--- config.mk ---
export PLATFORM = sky130hd
export DESIGN_NAME = imm_decode_stage_flat
export DESIGN_NICKNAME = d
export VERILOG_FILES = /design/src/rtl/control_types.sv /design/src/rtl/imm_decode_stage_if.sv /design/src/rtl/imm_form_core.sv /design/src/rtl/imm_decode_stage.sv /design/src/flat_wrapper.sv
export SDC_FILE = /design/constraint.sdc
export NUM_CORES = 1
export LEC_CHECK = 0
export CAP_MARGIN = 20
export CORE_ASPECT_RATIO = 0.7
export CORE_MARGIN = 3
export CORE_UTILIZATION = 51
export DETAILED_ROUTE_END_ITERATION = 12
export PLACE_DENSITY_LB_ADDON = 0.05
export SLEW_MARGIN = 10
export SYNTH_ARGS = -nofsm -noshare
export SYNTH_HDL_FRONTEND = slang
export SYNTH_HIERARCHICAL = 1
export SYNTH_SLANG_ARGS = --single-unit
--- constraint.sdc ---
create_clock -name CLK -period 2.4 [get_ports CLK]
set_input_delay 0.24 -clock CLK [delete_from_list [all_inputs] [get_ports CLK]]
set_output_delay 0.24 -clock CLK [all_outputs]
set_load 0.02 [all_outputs]
--- src/rtl/control_types.sv ---
// Shared control encodings and sizing constants for the immediate decode stage.
package control_types;

    typedef enum logic [2:0] {
        SE20_UI  = 3'b000,
        SE12_LI  = 3'b001,
        SE12_BR  = 3'b010,
        SE05     = 3'b011,
        ZE05_CS  = 3'b100,
        RSVD_101 = 3'b101,
        SE12_ST  = 3'b110,
        SE20_JP  = 3'b111
    } imm_ctrl;

    localparam int unsigned INST_W    = 25;
    localparam int unsigned ILL_CNT_W = 8;
    localparam int unsigned DEPTH     = 2;

endpackage

--- src/rtl/imm_decode_stage_if.sv ---
// Upstream (instruction) and downstream (formed immediate) valid/ready channels.
interface imm_decode_stage_if #(
    parameter int unsigned XLEN  = 32,
    parameter int unsigned TAG_W = 32
) ();
    import control_types::*;

    logic               IN_VALID;
    logic               IN_READY;
    logic [INST_W-1:0]  IN_INST;
    imm_ctrl            IN_SEL;
    logic [TAG_W-1:0]   IN_TAG;

    logic               OUT_VALID;
    logic               OUT_READY;
    logic [XLEN-1:0]    OUT_IMM;
    logic [TAG_W-1:0]   OUT_TAG;
    logic               OUT_ILLEGAL;

    modport master (
        output IN_VALID, IN_INST, IN_SEL, IN_TAG, OUT_READY,
        input  IN_READY, OUT_VALID, OUT_IMM, OUT_TAG, OUT_ILLEGAL
    );

    modport slave (
        input  IN_VALID, IN_INST, IN_SEL, IN_TAG, OUT_READY,
        output IN_READY, OUT_VALID, OUT_IMM, OUT_TAG, OUT_ILLEGAL
    );

endinterface

--- src/rtl/imm_form_core.sv ---
// Combinational RISC-V immediate formation from INST[31:7] and a format select.
module imm_form_core
    import control_types::*;
#(
    parameter int unsigned XLEN = 32
) (
    input  logic [INST_W-1:0] i_inst,
    input  imm_ctrl           i_sel,
    output logic [XLEN-1:0]   o_imm_c,
    output logic              o_illegal_c
);

    logic [31:7] w_inst;
    logic        w_sign;
    logic [31:0] w_imm_u;
    logic [31:0] w_imm_i;
    logic [31:0] w_imm_s;
    logic [31:0] w_imm_b;
    logic [31:0] w_imm_j;
    logic [5:0]  w_shamt;

    assign w_inst = i_inst;
    assign w_sign = w_inst[31];

    // Every signed format is first built as a sign-extended 32-bit value.
    assign w_imm_u = {w_inst[31:12], 12'b0};
    assign w_imm_i = {{20{w_sign}}, w_inst[31:20]};
    assign w_imm_s = {{20{w_sign}}, w_inst[31:25], w_inst[11:7]};
    assign w_imm_b = {{19{w_sign}}, w_inst[31], w_inst[7], w_inst[30:25], w_inst[11:8], 1'b0};
    assign w_imm_j = {{11{w_sign}}, w_inst[31], w_inst[19:12], w_inst[20], w_inst[30:21], 1'b0};

    // Shift amount field is one bit wider on RV64.
    assign w_shamt = (XLEN == 64) ? w_inst[25:20] : {1'b0, w_inst[24:20]};

    always_comb begin
        o_imm_c     = '0;
        o_illegal_c = 1'b0;
        case (i_sel)
            SE20_UI: o_imm_c = XLEN'($signed(w_imm_u));
            SE12_LI: o_imm_c = XLEN'($signed(w_imm_i));
            SE12_ST: o_imm_c = XLEN'($signed(w_imm_s));
            SE12_BR: o_imm_c = XLEN'($signed(w_imm_b));
            SE20_JP: o_imm_c = XLEN'($signed(w_imm_j));
            SE05:    o_imm_c = XLEN'(w_shamt);
            ZE05_CS: o_imm_c = XLEN'(w_inst[19:15]);
            default: o_illegal_c = 1'b1;
        endcase
    end

endmodule

--- src/rtl/imm_decode_stage.sv ---
// Immediate decode stage: forms the immediate at accept time and holds it in a
// 2-entry in-order buffer with registered valid/ready handshakes.
module imm_decode_stage
    import control_types::*;
#(
    parameter int unsigned XLEN  = 32,
    parameter int unsigned TAG_W = 32
) (
    input  logic                 CLK,
    input  logic                 RST,
    input  logic                 FLUSH,
    output logic [ILL_CNT_W-1:0] ILL_CNT,
    imm_decode_stage_if.slave    bus
);

    localparam int unsigned CNT_W = 2;

    typedef struct packed {
        logic [XLEN-1:0]  imm;
        logic [TAG_W-1:0] tag;
        logic             ill;
    } entry_t;

    entry_t               r_head;
    entry_t               r_tail;
    logic [CNT_W-1:0]     r_count;
    logic                 r_in_ready;
    logic                 r_out_valid;
    logic [ILL_CNT_W-1:0] r_ill_cnt;

    entry_t               w_new;
    entry_t               w_head_nxt;
    entry_t               w_tail_nxt;
    logic [CNT_W-1:0]     w_count_nxt;
    logic [ILL_CNT_W-1:0] w_ill_cnt_nxt;
    logic [XLEN-1:0]      w_form_imm;
    logic                 w_form_ill;
    logic                 w_push;
    logic                 w_pop;

    imm_form_core #(.XLEN(XLEN)) u_form (
        .i_inst      (bus.IN_INST),
        .i_sel       (bus.IN_SEL),
        .o_imm_c     (w_form_imm),
        .o_illegal_c (w_form_ill)
    );

    assign w_new  = '{imm: w_form_imm, tag: bus.IN_TAG, ill: w_form_ill};
    assign w_push = bus.IN_VALID & r_in_ready;
    assign w_pop  = r_out_valid & bus.OUT_READY;

    // Next-state for the buffer; head is always the oldest live entry.
    always_comb begin
        w_head_nxt    = r_head;
        w_tail_nxt    = r_tail;
        w_count_nxt   = r_count;
        w_ill_cnt_nxt = r_ill_cnt;
        if (FLUSH) begin
            w_count_nxt = '0;
        end else begin
            case ({w_push, w_pop})
                2'b10: begin
                    if (r_count == '0) w_head_nxt = w_new;
                    else               w_tail_nxt = w_new;
                    w_count_nxt = r_count + CNT_W'(1);
                end
                2'b01: begin
                    if (r_count == CNT_W'(DEPTH)) w_head_nxt = r_tail;
                    w_count_nxt = r_count - CNT_W'(1);
                end
                2'b11: begin
                    if (r_count == CNT_W'(DEPTH)) begin
                        w_head_nxt = r_tail;
                        w_tail_nxt = w_new;
                    end else begin
                        w_head_nxt = w_new;
                    end
                end
                default: ;
            endcase
            if (w_push && w_new.ill && (r_ill_cnt != '1))
                w_ill_cnt_nxt = r_ill_cnt + ILL_CNT_W'(1);
        end
    end

    always_ff @(posedge CLK) begin
        if (RST) begin
            r_head      <= '0;
            r_tail      <= '0;
            r_count     <= '0;
            r_in_ready  <= 1'b1;
            r_out_valid <= 1'b0;
            r_ill_cnt   <= '0;
        end else begin
            r_head      <= w_head_nxt;
            r_tail      <= w_tail_nxt;
            r_count     <= w_count_nxt;
            r_in_ready  <= (w_count_nxt < CNT_W'(DEPTH));
            r_out_valid <= (w_count_nxt != '0);
            r_ill_cnt   <= w_ill_cnt_nxt;
        end
    end

    assign bus.IN_READY    = r_in_ready;
    assign bus.OUT_VALID   = r_out_valid;
    assign bus.OUT_IMM     = r_head.imm;
    assign bus.OUT_TAG     = r_head.tag;
    assign bus.OUT_ILLEGAL = r_head.ill;
    assign ILL_CNT         = r_ill_cnt;

endmodule

--- src/flat_wrapper.sv ---
// flat-port wrapper written by rule: the top's interface ports become plain ports
module imm_decode_stage_flat import control_types::*;
#(
    parameter int unsigned XLEN  = 32,
    parameter int unsigned TAG_W = 32
)
  (CLK, RST, FLUSH, ILL_CNT, bus_IN_VALID, bus_IN_INST, bus_IN_SEL, bus_IN_TAG, bus_OUT_READY, bus_IN_READY, bus_OUT_VALID, bus_OUT_IMM, bus_OUT_TAG, bus_OUT_ILLEGAL);
  imm_decode_stage_if #(.XLEN(XLEN), .TAG_W(TAG_W)) bus_i ();
  input  logic CLK;
  input  logic RST;
  input  logic FLUSH;
  output logic [ILL_CNT_W-1:0] ILL_CNT;
  input wire logic [$bits(bus_i.IN_VALID)-1:0] bus_IN_VALID;
  input wire logic [$bits(bus_i.IN_INST)-1:0] bus_IN_INST;
  input wire logic [$bits(bus_i.IN_SEL)-1:0] bus_IN_SEL;
  input wire logic [$bits(bus_i.IN_TAG)-1:0] bus_IN_TAG;
  input wire logic [$bits(bus_i.OUT_READY)-1:0] bus_OUT_READY;
  output wire logic [$bits(bus_i.IN_READY)-1:0] bus_IN_READY;
  output wire logic [$bits(bus_i.OUT_VALID)-1:0] bus_OUT_VALID;
  output wire logic [$bits(bus_i.OUT_IMM)-1:0] bus_OUT_IMM;
  output wire logic [$bits(bus_i.OUT_TAG)-1:0] bus_OUT_TAG;
  output wire logic [$bits(bus_i.OUT_ILLEGAL)-1:0] bus_OUT_ILLEGAL;
  assign bus_i.IN_VALID = bus_IN_VALID;
  assign bus_i.IN_INST = bus_IN_INST;
  assign bus_i.IN_SEL = bus_IN_SEL;
  assign bus_i.IN_TAG = bus_IN_TAG;
  assign bus_i.OUT_READY = bus_OUT_READY;
  assign bus_IN_READY = bus_i.IN_READY;
  assign bus_OUT_VALID = bus_i.OUT_VALID;
  assign bus_OUT_IMM = bus_i.OUT_IMM;
  assign bus_OUT_TAG = bus_i.OUT_TAG;
  assign bus_OUT_ILLEGAL = bus_i.OUT_ILLEGAL;
  imm_decode_stage #(.XLEN(XLEN), .TAG_W(TAG_W)) u_core (.CLK(CLK), .RST(RST), .FLUSH(FLUSH), .ILL_CNT(ILL_CNT), .bus(bus_i));
endmodule
# Word-level counts from Yosys, hierarchy flattened
# Index checks and enable logic that the tools add are counted.
# word_totals
ff_bits	142
inputBits	65
out_inout_bits	75
wordCells	54
# op_classes
n_addsub	3
magnitude_cmp	1
n_eq_ne	15
muxes	11
bitwise_logic	3
n_reduce_logical	11
# ops
cell	n
65-bit two-way mux	5
32-bit case mux with 7 select lines	1
65-bit case mux with 3 select lines	1
65-bit case mux with 2 select lines	1
3-bit equality test, second input constant	3
8-bit by 1-bit adder with 8-bit output, second input constant	1
8-bit != test, second input constant	1
4-bit AND reduction	2
7-bit OR reduction	1
2-bit equality test, second input constant	3
3-bit by 2-bit equality test with 1-bit output, second input constant	2
2-bit by 1-bit != test with 1-bit output, second input constant	3
2-bit case mux with 2 select lines	1
2-bit nonzero test	2
3-bit by 1-bit equality test with 1-bit output, second input constant	1
3-bit zero test	1
3-bit nonzero test	1
2-bit by 1-bit adder with 2-bit output, second input constant	1
1-bit bitwise AND	2
2-bit by 1-bit equality test with 1-bit output, second input constant	1
1-bit logical AND	2
2-bit zero test	1
2-bit < comparator, second input constant	1
2-bit two-way mux	1
other kinds (5)	5

# Longest topological paths before layout
# Gate-level depths: netlist of the first run.
# logic_depth
word_depth	6
ltp_mapped	9
mapped_depth_nobuf	7

# Hierarchy
# The synthesis of the first run kept the hierarchy.
# by_module_without_submodules
module	n_inst	cells_each	area_each_um2	seq_area_each_um2
imm_decode_stage	1	658	6099.6	2842.7
imm_form_core	1	86	574.3	0.0

# Least setup slack after synthesis of the first run
# No wires, ideal clock.
# synth_path
path_kind	flip-flop to flip-flop
startpoint	register u_core.r_in_ready (netlist: u_core/bus.IN_READY)
endpoint	register u_core.r_head, in the netlist u_core/bus.OUT_ILLEGAL
setup_time_ns	0.141
arrival_ns	1.864
required_ns	2.259
setup_slack_ns	0.395
path_stages_with_launch	10
path_buffers	2
synth_period_minus_slack_ns	2.005
cell_sequence	dfxtp_1 > and2_4 > ha_1 > inv_1 > a2111oi_4 > o21bai_1 > buf_6 > buf_6 > a221oi_2 > nor3_2
# synth_via
elab_chain_cells	4
elab_cells_between_ends	9
cone_classes	5 x eq/ne; 1 x mux; 1 x bitwise; 2 x reduce/logical
# synth_rtl
item	line	rtl
start: declaration	imm_decode_stage.sv:27	logic r_in_ready;
start signal: assignment	imm_decode_stage.sv:98	r_in_ready <= (w_count_nxt < CNT_W'(DEPTH));
1-bit bitwise AND *	imm_decode_stage.sv:49	assign w_push = bus.IN_VALID & r_in_ready;
2-bit by 1-bit equality test with 1-bit output / 2-bit equality test (equally long branches)	imm_decode_stage.sv:61	case ({w_push, w_pop})
2-bit by 1-bit != test with 1-bit output (no line) / 3-bit nonzero test (equally long branches)	n/a	
4-bit AND reduction (no line)	n/a	
end signal: assignment	imm_decode_stage.sv:95	r_head <= w_head_nxt;
end: declaration	imm_decode_stage.sv:24	entry_t r_head;
# Every way passes the cells marked *; elsewhere a longest branch is shown, timed or not.
# A chain may end at the register's enable or synchronous reset.

# Final worst setup path of the first run
# layout_path
startpoint	register u_core.r_out_valid (netlist: u_core/bus.OUT_VALID)
endpoint	register u_core.r_head, in the netlist u_core/bus.OUT_TAG[12]
# layout_via
elab_chain_cells	4
elab_cells_between_ends	9
cone_classes	5 x eq/ne; 1 x mux; 1 x bitwise; 2 x reduce/logical
# layout_rtl
item	line	rtl
start: declaration	imm_decode_stage.sv:28	logic r_out_valid;
start signal: assignment	imm_decode_stage.sv:99	r_out_valid <= (w_count_nxt != '0);
1-bit bitwise AND *	imm_decode_stage.sv:50	assign w_pop = r_out_valid & bus.OUT_READY;
2-bit by 1-bit equality test with 1-bit output / 2-bit equality test (equally long branches)	imm_decode_stage.sv:61	
2-bit by 1-bit != test with 1-bit output (no line) / 3-bit nonzero test (equally long branches)	n/a	
4-bit AND reduction (no line)	n/a	
# Marks and branches as above.

==> metrics.yaml, run 1 <==
status:
  status: "finished, final reports clean"
detailed_routing:
  antenna_left: 0
  drc: 0
  wl_um: 17700
  dr.pass1.iters: 4
  viasPerCell: 5.70
  vias: 5859
  drtIter0Drc: 343
  wire_per_inst_um: 17.2
yosys:
  syn_nets: 813
  synthAdderAreaFrac_pct: 0.750
  avgSynthCellArea_um2: 8.97
  yosys.cell_types.count: 48
  ys_seq_elements: 142
  synth_warnings: 6
  synth-xor-area-share_pct: 1.03
  yosys.area_share.simple_pct: 24.7
  muxShareOfSynthArea_pct: 1.05
  synthFlopType: "dfxtp_1"
  ys_seq_area_share_pct: 42.6
  synth_top_family_by_area: "simple AND/OR/NAND/NOR gates"
  syn_inst: 744
  synth-async-reset-ratio_pct: 0
  synth_edf_count: 0
  synthesis.area_um2: 6670
  synth_compound_area_share_pct: 24.1
grt:
  gr-usage-all-layers_pct: 24.4
  gr-total-overflow: 0
  gr-usage-met2_pct: 37.8
  grt_use_met1_pct: 33.5
  antenna_found_initial: 0
  grt_pass1_vias: 5652
  use_met3_pct: 6.04
  grt_pass1_wl_um: 28500
  grt_max_degree: 81
  busiest_layer: "met2"
critical_path:
  crit_start: "u_core/bus.OUT_VALID"
  endpoint: "u_core/bus.OUT_TAG[12]"
  endpoint_kind: "flip-flop"
  reg2reg_from: "u_core/bus.OUT_VALID"
  critPathMaxStageDelay_ps: 420
  arrival_ps: 2320
  worstPathRequired_ps: 2650
  cp-start-kind: "flip-flop"
  reg2regPathDepth: 8
  reg2reg_slack_ps: 330
  crit_path_cell_trace: "nand2_1, ha_1, inv_1, a2111oi_4, o21bai_4, buf_12, a221oi_1, nor3_1"
  crit_slowest_cell: "a2111oi_4"
  crit_path_max_fanout: 30
  worst_r2r_endpoint: "u_core/bus.OUT_TAG[12]"
  critical_path_class: "reg2reg"
cts:
  numCtsBuffers: 17
  cts_tree: "done"
  worstSkewPairLatency_ps: 410
  clkTransAtPathRegs_ps: 60
  clockRootBuffer: "clkbuf_16"
  cts_hold_buf: 0
  htreeDepth: 4
  cts_sinks: 142
  post-cts-setup-buffers: 0
  ctsResizeCount: 0
  clockBufferDepth: 2
final_layout:
  n_antenna_cell: 0
  area_growth_pct: 31.0
  fin_cells: 1027
  finalNetCount: 923
  drive_above_1_share_pct: 19.1
  seq_area_um2: 2840
  fill_cells: 954
  multi_input_area_um2: 3480
placed_design:
  gp_congestion: 0.973
  dp_slack_ps: -50.8
  hpwl_um: 11600
  dp.cells: 997
  portBuffers: 139
floorplanning:
  coreArea_um2: 12600
  rows: 34
  die_height_um: 102
  initial_core_util_pct: 53.0
  dieArea_um2: 14500
  io_pins: 140
  die_w_um: 143
timing:
  tightest_slew_ps: 926
  hold_viol_final: 0
  fin_crit_ps: 2070
  relSlewSlack_pct: 38.3
  setup_viol: 0
  maxSlewViolCount: 0
  fin_skew_ps: 7.91
  setup_slack_ps: 331
  timing.fmax_mhz: 483
  fin_crit_sh_pct: 86.2
  rsz0062_at_grt: "false"
  finalSetupTns_ps: 0
  whs_ps: 415
run:
  max-cap-violations: 0
power_and_ir_drop:
  powerDensity_nw_per_um2: 699
  power_w: 0.00611
  vdd_ir_drop_max_mv: 0.499
  p_leak_nw: 3.18
min_path:
  hold_path_class: "in2reg"
layer usage:
layer  share of wire (%)  wire length, um
met2                  47             8280
met5                   0                0
met4                 1.3              231
met3                 6.1             1090
met1                  46             8100
Yosys cell counts (2+ instances only):
library cell / n / area share, %
a21o_1: 11 / 1.2
a21oi_1: 78 / 5.8
a221oi_1: 15 / 2.0
a221oi_2: 50 / 11
a32oi_1: 3 / 0.39
and2_1: 2 / 0.19
and2b_1: 2 / 0.22
buf_2: 32 / 2.4
buf_4: 5 / 0.56
buf_6: 7 / 1.2
clkbuf_1: 22 / 1.2
dfxtp_1: 142 / 43
ha_1: 4 / 0.75
inv_1: 4 / 0.22
inv_2: 3 / 0.17
mux2i_1: 7 / 1.0
nand2_1: 148 / 8.3
nand3_1: 6 / 0.45
nand4_1: 2 / 0.19
nor2_1: 76 / 4.3
nor2b_1: 7 / 0.66
nor3_1: 20 / 1.5
nor3_2: 51 / 7.6
o21ai_0: 10 / 0.75
o221ai_1: 8 / 1.0
or3_1: 3 / 0.28
xnor2_1: 5 / 0.66
report_power, final:
part           switching (W)  leakage [nW]  internal (W)
Combinational       0.000619          1.77      0.000488
Clock                0.00100         0.251       0.00142
Sequential         0.0000849          1.16       0.00249
Total                0.00171          3.18       0.00440
registers in the layout, indices dropped and copies added (netlist names):
register and cells:
u_core/r_tail 65, u_core/bus.OUT_IMM 32, u_core/bus.OUT_TAG 32, u_core/ILL_CNT 8
u_core/r_count 2, u_core/bus.IN_READY 1, u_core/bus.OUT_ILLEGAL 1, u_core/bus.OUT_VALID 1
worst max-delay path, delay by kind of cell, from the launching register on:
family,cells,cell delay (ps)
compound gates,3,840
fa+ha+maj,1,230
buf+inv,2,280
flops,1,310
simple gates,2,260
stage by stage:
stage                     util [%]  cell area, um^2
after global routing          69.4             8740
final                         69.4             8740
after detailed placement      65.1             8200
after global placement        65.1             8200
after floorplan                  -             6670
after CTS                     69.4             8740
kinds of logic after synthesis:
family,Yosys count
and+or+nand+nor,325
AOI/OAI and AO/OA,185
adders and majority gates,4
DFF,142
muxes,7
buffers and inverters,74
xor gates and xnor gates,7
how the worst min path moves through the flow:
stage                   endpoint  cells after the start              from
6_report        u_core/r_tail[2]                      3     bus_IN_TAG[1]
5_1_grt        u_core/r_tail[12]                      3    bus_IN_TAG[11]
4_1_cts         u_core/r_tail[2]                      3     bus_IN_TAG[1]
3_5_place_dp    u_core/r_tail[6]                      2  u_core/r_tail[6]
3_3_place_gp    u_core/r_tail[2]                      2  u_core/r_tail[2]
2_1_floorplan  u_core/r_count[0]                      1             FLUSH
cells in the final DEF, fill, tap and decap left out, types with 2 or more instances in the layout:
| cell type | instances |
|---|---|
| nand2_1 | 147 |
| dfxtp_1 | 142 |
| clkdlybuf4s50_1 | 138 |
| a21oi_1 | 78 |
| nor2_1 | 75 |
| nor3_2 | 51 |
| a221oi_2 | 50 |
| nor3_1 | 20 |
| clkbuf_16 | 17 |
| a221oi_1 | 15 |
| buf_4 | 11 |
| a21o_1 | 11 |
| o21ai_0 | 10 |
| buf_12 | 9 |
| o221ai_1 | 8 |
| nor2b_1 | 7 |
| mux2i_1 | 7 |
| nand3_1 | 6 |
| clkinvlp_4 | 5 |
| xnor2_1 | 5 |
| inv_1 | 4 |
| ha_1 | 4 |
| inv_6 | 3 |
| inv_2 | 3 |
| or3_1 | 3 |
| a32oi_1 | 3 |
| clkinv_4 | 2 |
| and2b_1 | 2 |
| nand4_1 | 2 |
| and2_1 | 2 |
layout make-up:
| type | instances | area share, % |
|---|---|---|
| timing repair buffer | 158 | 18.8 |
| tap | 162 | 2.32 |
| clock inverter | 12 | 1.33 |
| multi-input combinational | 528 | 39.8 |
| sequential | 142 | 32.5 |
| inverter | 7 | 0.301 |
| clock buffer | 18 | 4.91 |
Power figures use the tool's default switching activity.
==> run 2, diff against run 1 <==
--- a/config.mk
+++ b/config.mk
@@ -10,7 +10,8 @@
 export CORE_MARGIN = 3
 export CORE_UTILIZATION = 51
 export DETAILED_ROUTE_END_ITERATION = 12
-export PLACE_DENSITY_LB_ADDON = 0.05
+export MAX_ROUTING_LAYER = met4
+export PLACE_DENSITY = 0.85
 export SLEW_MARGIN = 10
 export SYNTH_ARGS = -nofsm -noshare
 export SYNTH_HDL_FRONTEND = slang
==> run 2 against run 1 <==
Net effect:
- critical path depth rose by 1
- sequential power barely moved
- cell count rose by 1.7%
- global-route usage rose by 1.0 points
- largest cell class unchanged
- clock skew rose by 2.2 ps
- die area did not move
- sequential cell count did not move
- worst hold slack got worse by 100 ps
- sequential share of layout area fell by 0.78 points
- clock power rose by 6%
==> metrics.yaml, run 2 (synthesis results as in run 1) <==
power_and_ir_drop:
  p_int_w: 0.00454  # +3.0%
  vdd_ir_drop_max_mv: 0.516  # +3.5%
  powerDensity_nw_per_um2: 703  # +0.49%
  power_frac_comb_pct: 18.2  # about the same
  p_sw_w: 0.00176  # +2.9%
  p_clk_share_pct: 40.9  # +1.2 points
  p_leak_nw: 3.29  # +3.6%
  switching_share_pct: 27.9  # about the same
  power_w: 0.00629  # +3.0%
  p_seq_share_pct: 40.9  # -1.3 points
placed_design:
  gp_congestion: 0.961  # -1.2%
  hpwl_um: 11700  # +0.94%
  portBuffers: 139  # unchanged
  dp_slack_ps: 37.3  # +88.1 ps
detailed_routing:
  drtIter0Drc: 539  # +57%
  wl_um: 17700  # -0.26%
  dr.pass1.iters: 5  # +1
  drc: 0  # unchanged
  antenna_left: 0  # unchanged
  viasPerCell: 5.75  # +0.77%
  wire_per_inst_um: 16.9  # -1.9%
  vias: 6002  # +2.4%
cts:
  clockBufferDepth: 2  # unchanged
  numCtsBuffers: 17  # unchanged
  worstSkewPairLatency_ps: 420  # about the same
  cts_hold_buf: 0  # unchanged
  clkTransAtPathRegs_ps: 60  # about the same
  ctsResizeCount: 0  # unchanged
  cts_tree: "done"
  cts_sinks: 142  # unchanged
  clockRootBuffer: "clkbuf_16"
  post-cts-setup-buffers: 0  # unchanged
  htreeDepth: 4  # unchanged
floorplanning:
  rows: 34  # unchanged
  die_w_um: 143  # unchanged
  io_pins: 140  # unchanged
  dieArea_um2: 14500  # unchanged
  initial_core_util_pct: 53.0  # unchanged
  coreArea_um2: 12600  # unchanged
  die_height_um: 102  # unchanged
final_layout:
  fill_cells: 962  # +0.84%
  final_common_cell: "nand2_1"
  layout_common_cells: "nand2_1, dfxtp_1, clkdlybuf4s50_1"
  largest_reg_flops: 65  # unchanged
  seq_area_um2: 2840  # unchanged
  area_growth_pct: 34.2
  finalNetCount: 938  # +1.6%
  drive_above_1_share_pct: 20.6  # +1.6 points
  n_antenna_cell: 0  # unchanged
  top_register: "u_core/r_tail"
  multi_input_area_um2: 3480  # unchanged
timing:
  setup_viol: 0  # unchanged
  maxSlewViolCount: 0  # unchanged
  hold_viol_final: 0  # unchanged
  fin_crit_sh_pct: 84.8  # -1.4 points
  finalSetupTns_ps: 0  # unchanged
  tightest_slew_ps: 651  # -275 ps
  relSlewSlack_pct: 56.4  # +18 points
  fin_skew_ps: 10.1  # +2.19 ps
  setup_slack_ps: 365  # +33.8 ps
  fin_crit_ps: 2040  # -33.8 ps
  rsz0062_at_grt: "false"
  timing.fmax_mhz: 491  # +1.7%
  whs_ps: 313  # -102 ps
critical_path:
  path_delay_family: "compound AO/OA/AOI/OAI gates"
  crit_path_max_fanout: 28  # -6.7%
  endpoint_kind: "flip-flop"
  reg2regPathDepth: 9  # +1
  worst_r2r_endpoint: "u_core/r_tail[34]"
  reg2reg_slack_ps: 360  # +30 ps
  crit_slowest_cell: "dfxtp_1"
  worstPathRequired_ps: 2740  # +90 ps
  reg2reg_from: "u_core/bus.OUT_VALID"
  crit_path_cell_trace: "nand2_1, buf_4, inv_2, ha_1, a21oi_1, o21a_2, buf_12, nand2_1, a21oi_1"
  critPathMaxStageDelay_ps: 320  # -100 ps
  cp-start-kind: "flip-flop"
  arrival_ps: 2370  # +50 ps
  cp_num_buf_inv: 3  # +1
  critical_path_class: "reg2reg"
grt:
  antenna_found_initial: 0  # unchanged
  grt_max_degree: 57  # -30%
  grt_pass1_wl_um: 28700  # +0.53%
  gr-total-overflow: 0  # unchanged
  gr-usage-all-layers_pct: 25.4  # +1.0 points
  grt_pass1_vias: 5584  # -1.2%
status:
  status: "finished, final reports clean"
min_path:
  hold_path.startpoint: "RST"
  min_path_cells: 2  # -1
  holdPathEnd: "u_core/ILL_CNT[1]"
  hold_path_class: "in2reg"
run:
  max-cap-violations: 0  # unchanged
## run 2: final cells by class
cell class / instances / area share (%)
Tap cell: 162 / 2.26
Clock inverter: 14 / 1.61
Multi-Input combinational cell: 528 / 38.9
Sequential cell: 142 / 31.7
Clock buffer: 18 / 4.79
Timing Repair Buffer: 173 / 20.4
Inverter: 7 / 0.293
## run 2: how the worst max path moves through the flow
stage	from	to	slack, ps	cells past startpoint
6_report	u_core/bus.OUT_VALID	u_core/r_tail[34]	360	9
5_1_grt	u_core/bus.OUT_VALID	u_core/r_tail[7]	240	9
4_1_cts	u_core/bus.OUT_VALID	u_core/r_tail[7]	380	9
3_5_place_dp	bus_IN_VALID	u_core/bus.OUT_TAG[0]	40	9
3_3_place_gp	bus_IN_VALID	u_core/bus.OUT_TAG[12]	90	9
2_1_floorplan	u_core/bus.IN_READY	u_core/bus.OUT_ILLEGAL	400	9
## run 2: stage by stage
stage                     area, um^2  utilization (%)  instances
after global routing            8960             71.1       1044
final                           8960             71.1       1044
after global placement          8380             66.6       1012
after floorplan                 6670                -        744
after detailed placement        8380             66.6       1012
after CTS                       8960             71.1       1044
## run 2: routing by layer
layer / up-vias / part of all wire (%) / global-route usage, %
li1: 2898 / - / -
met1: 2858 / 46 / 34.9
met2: 229 / 45 / 36.7
met3: 17 / 7.1 / 6.98
met4: 0 / 1.2 / 7.09
met5: - / 0 / -
## run 2: power groups by stage
stage               sequential, W  combinational (W)  clock, W
global placement          0.00262            0.00112         0
finish                    0.00258            0.00114   0.00257
CTS                       0.00258            0.00114   0.00260
floorplan                 0.00273           0.000545         0
global route              0.00259            0.00123   0.00272
detailed placement        0.00263            0.00113         0
==> run 3, diff against run 2 <==
==> constraint.sdc (replaced) <==
create_clock -name CLK -period 2.04 [get_ports CLK]
set_input_delay 0.204 -clock CLK [delete_from_list [all_inputs] [get_ports CLK]]
set_output_delay 0.204 -clock CLK [all_outputs]
set_load 0.02 [all_outputs]
==> run 3 against run 2 <==
Net effect:
- die area stayed put
- maximum frequency down 0.70%
- largest power group unchanged
- sequential power rose by 18%
- sequential share of layout area fell by 0.92 points
- wire length rose by 7.7%
- worst hold slack got worse by 63 ps
- the flow now finishes with violations (negative setup slack)
- largest cell class unchanged
- worst setup slack worse by 370 ps
- clock skew grew 0.69 ps
- register-to-register slack got worse by 370 ps
- non-clock buffer count increased by 21
- highest routed layer unchanged
==> metrics.yaml, run 3 (synthesis results as in run 1) <==
status:
  status: "complete, but fails checks"
  violations: "negative setup slack"
min_path:
  hold_path_class: "in2reg"
  hold_path.startpoint: "RST"
detailed_routing:
  antenna_left: 0  # unchanged
  wl_um: 19000  # +7.7%
  dr.pass1.iters: 6  # +1
  wire_per_inst_um: 17.9  # +5.7%
  viasPerCell: 5.79  # +0.72%
  drc: 0  # unchanged
  drtIter0Drc: 562  # +4.3%
  vias: 6155  # +2.5%
final_layout:
  fill_cells: 906  # -5.8%
  finalNetCount: 959  # +2.2%
  area_growth_pct: 38.3
  n_antenna_cell: 0  # unchanged
  top_register: "u_core/r_tail"
  largest_reg_flops: 65  # unchanged
  drive_above_1_share_pct: 23.3  # +2.7 points
  layout_common_cells: "nand2_1, dfxtp_1, clkdlybuf4s50_1"
  final_common_cell: "nand2_1"
  fin_cells: 1063  # +1.8%
cts:
  clockBufferDepth: 2  # unchanged
  worstSkewPairLatency_ps: 410  # about the same
  cts_sinks: 142  # unchanged
  numCtsBuffers: 17  # unchanged
  htreeDepth: 4  # unchanged
  cts_tree: "done"
  clockRootBuffer: "clkbuf_16"
  clkTransAtPathRegs_ps: 60  # about the same
timing:
  hold_viol_final: 0  # unchanged
  setup_viol: 1  # +1
  fin_crit_sh_pct: 100  # +16 points
  whs_ps: 250  # -62.9 ps
  rsz0062_at_grt: "true"
  fin_skew_ps: 10.8  # +0.695 ps
  fin_crit_ps: 2050  # +14.3 ps
  maxSlewViolCount: 0  # unchanged
  relSlewSlack_pct: 56.4  # +0.080 points
  setup_slack_ps: -9.41  # -374 ps
  timing.fmax_mhz: 488  # -0.70%
  tightest_slew_ps: 650  # -1.20 ps
critical_path:
  cp-start-kind: "flip-flop"
  reg2reg_from: "u_core/bus.OUT_VALID"
  critPathMaxStageDelay_ps: 320  # about the same
  arrival_ps: 2330  # -40 ps
  worstPathRequired_ps: 2320  # -420 ps
  crit_start: "u_core/bus.OUT_VALID"
  endpoint_kind: "flip-flop"
  cp_num_buf_inv: 4  # +1
  crit_top_cell: "buf_4"
  crit_path_max_fanout: 9  # -68%
  crit_slowest_cell: "dfxtp_1"
  crit_path_cell_trace: "nand2_1, buf_4, inv_2, ha_1, a21oi_2, nor2_4, buf_12, buf_4, a221oi_1, nor3_1"
  path_delay_family: "buffers and inverters"
  critical_path_class: "reg2reg"
power_and_ir_drop:
  p_leak_nw: 3.43  # +4.3%
  vdd_ir_drop_max_mv: 0.625  # +21%
  power_w: 0.00723  # +15%
  powerDensity_nw_per_um2: 783  # +11%
placed_design:
  hpwl_um: 12300  # +5.1%
  dp.cells: 1026  # +1.4%
  gp_congestion: 0.905  # -5.8%
  portBuffers: 139  # unchanged
  dp_slack_ps: -359  # -396 ps
run:
  max-cap-violations: 0  # unchanged
floorplanning:
  coreArea_um2: 12600  # unchanged
  initial_core_util_pct: 53.0  # unchanged
  die_w_um: 143  # unchanged
  io_pins: 140  # unchanged
  die_height_um: 102  # unchanged
  dieArea_um2: 14500  # unchanged
  rows: 34  # unchanged
grt:
  gr-usage-all-layers_pct: 25.5  # +0.087 points
  grt_pass1_vias: 5820  # +4.2%
  grt_pass1_wl_um: 29200  # +1.7%
  gr-total-overflow: 0  # unchanged
  grt_max_degree: 47  # -18%
  antenna_found_initial: 0  # unchanged
run 3: cell types whose count changed in the layout (fill, tap and decap cells not counted), sizes merged:
cell / change
inv: -2
bufinv: -1
buf: +17
clkinv: +2
clkinvlp: -5
clkbuf: +8
run 3: through the flow:
stage	utilization, %	cell area [um^2]	setup TNS, ps
2_1_floorplan	-	6670	0
3_3_place_gp	67.0	8440	-18010
3_5_place_dp	67.0	8440	-25400
4_1_cts	71.2	8970	0
5_1_grt	73.3	9230	-1340
6_report	73.3	9230	-9.41
run 3: area by class of cell:
type | count | area [um^2] | area share, %
Clock buffer | 22 | 454 | 4.92
Clock inverter | 8 | 68.8 | 0.746
Inverter | 7 | 26.3 | 0.285
Multi-Input combinational cell | 528 | 3580 | 38.8
Sequential cell | 142 | 2840 | 30.8
Tap cell | 162 | 203 | 2.20
Timing Repair Buffer | 194 | 2050 | 22.3
run 3: worst paths after layout:
| kind | slack [ps] | cells after the start | to |
|---|---|---|---|
| worst min register to register | 450 | 2 | u_core/r_tail[9] |
| worst min-delay path | 250 | 2 | u_core/ILL_CNT[1] |
| worst max register to register | -9 | 10 | u_core/bus.OUT_TAG[5] |
| worst max-delay path | -9 | 10 | u_core/bus.OUT_TAG[5] |
run 3: where the power goes:
part / switching (W) / total [W] / internal (W) / leakage [nW]
combinational: 0.000770 / 0.00142 / 0.000647 / 2.01
sequential: 0.000102 / 0.00304 / 0.00294 / 1.16
clock: 0.00109 / 0.00278 / 0.00168 / 0.263
total: 0.00197 / 0.00723 / 0.00527 / 3.43
run 3: metal layers:
metal	part of all wire, %	GRT usage, %	wire length (um)	vias to the layer above
met1	44	33.8	8380	2958
met4	1.1	5.99	204	0
li1	-	-	-	2933
met3	6.9	6.04	1310	24
met2	48	39.6	9110	240
met5	0	-	0	-
run 3: what timing repair did:
action                                 in CTS  in global routing
resized for setup                           1                 20
hold buffers                                0                  0
setup buffers                               0                  3
gates cloned                                0                  4
pin swaps                                   1                  7
setup endpoints to repair                   2                 68
endpoints found under the hold margin       0                  0
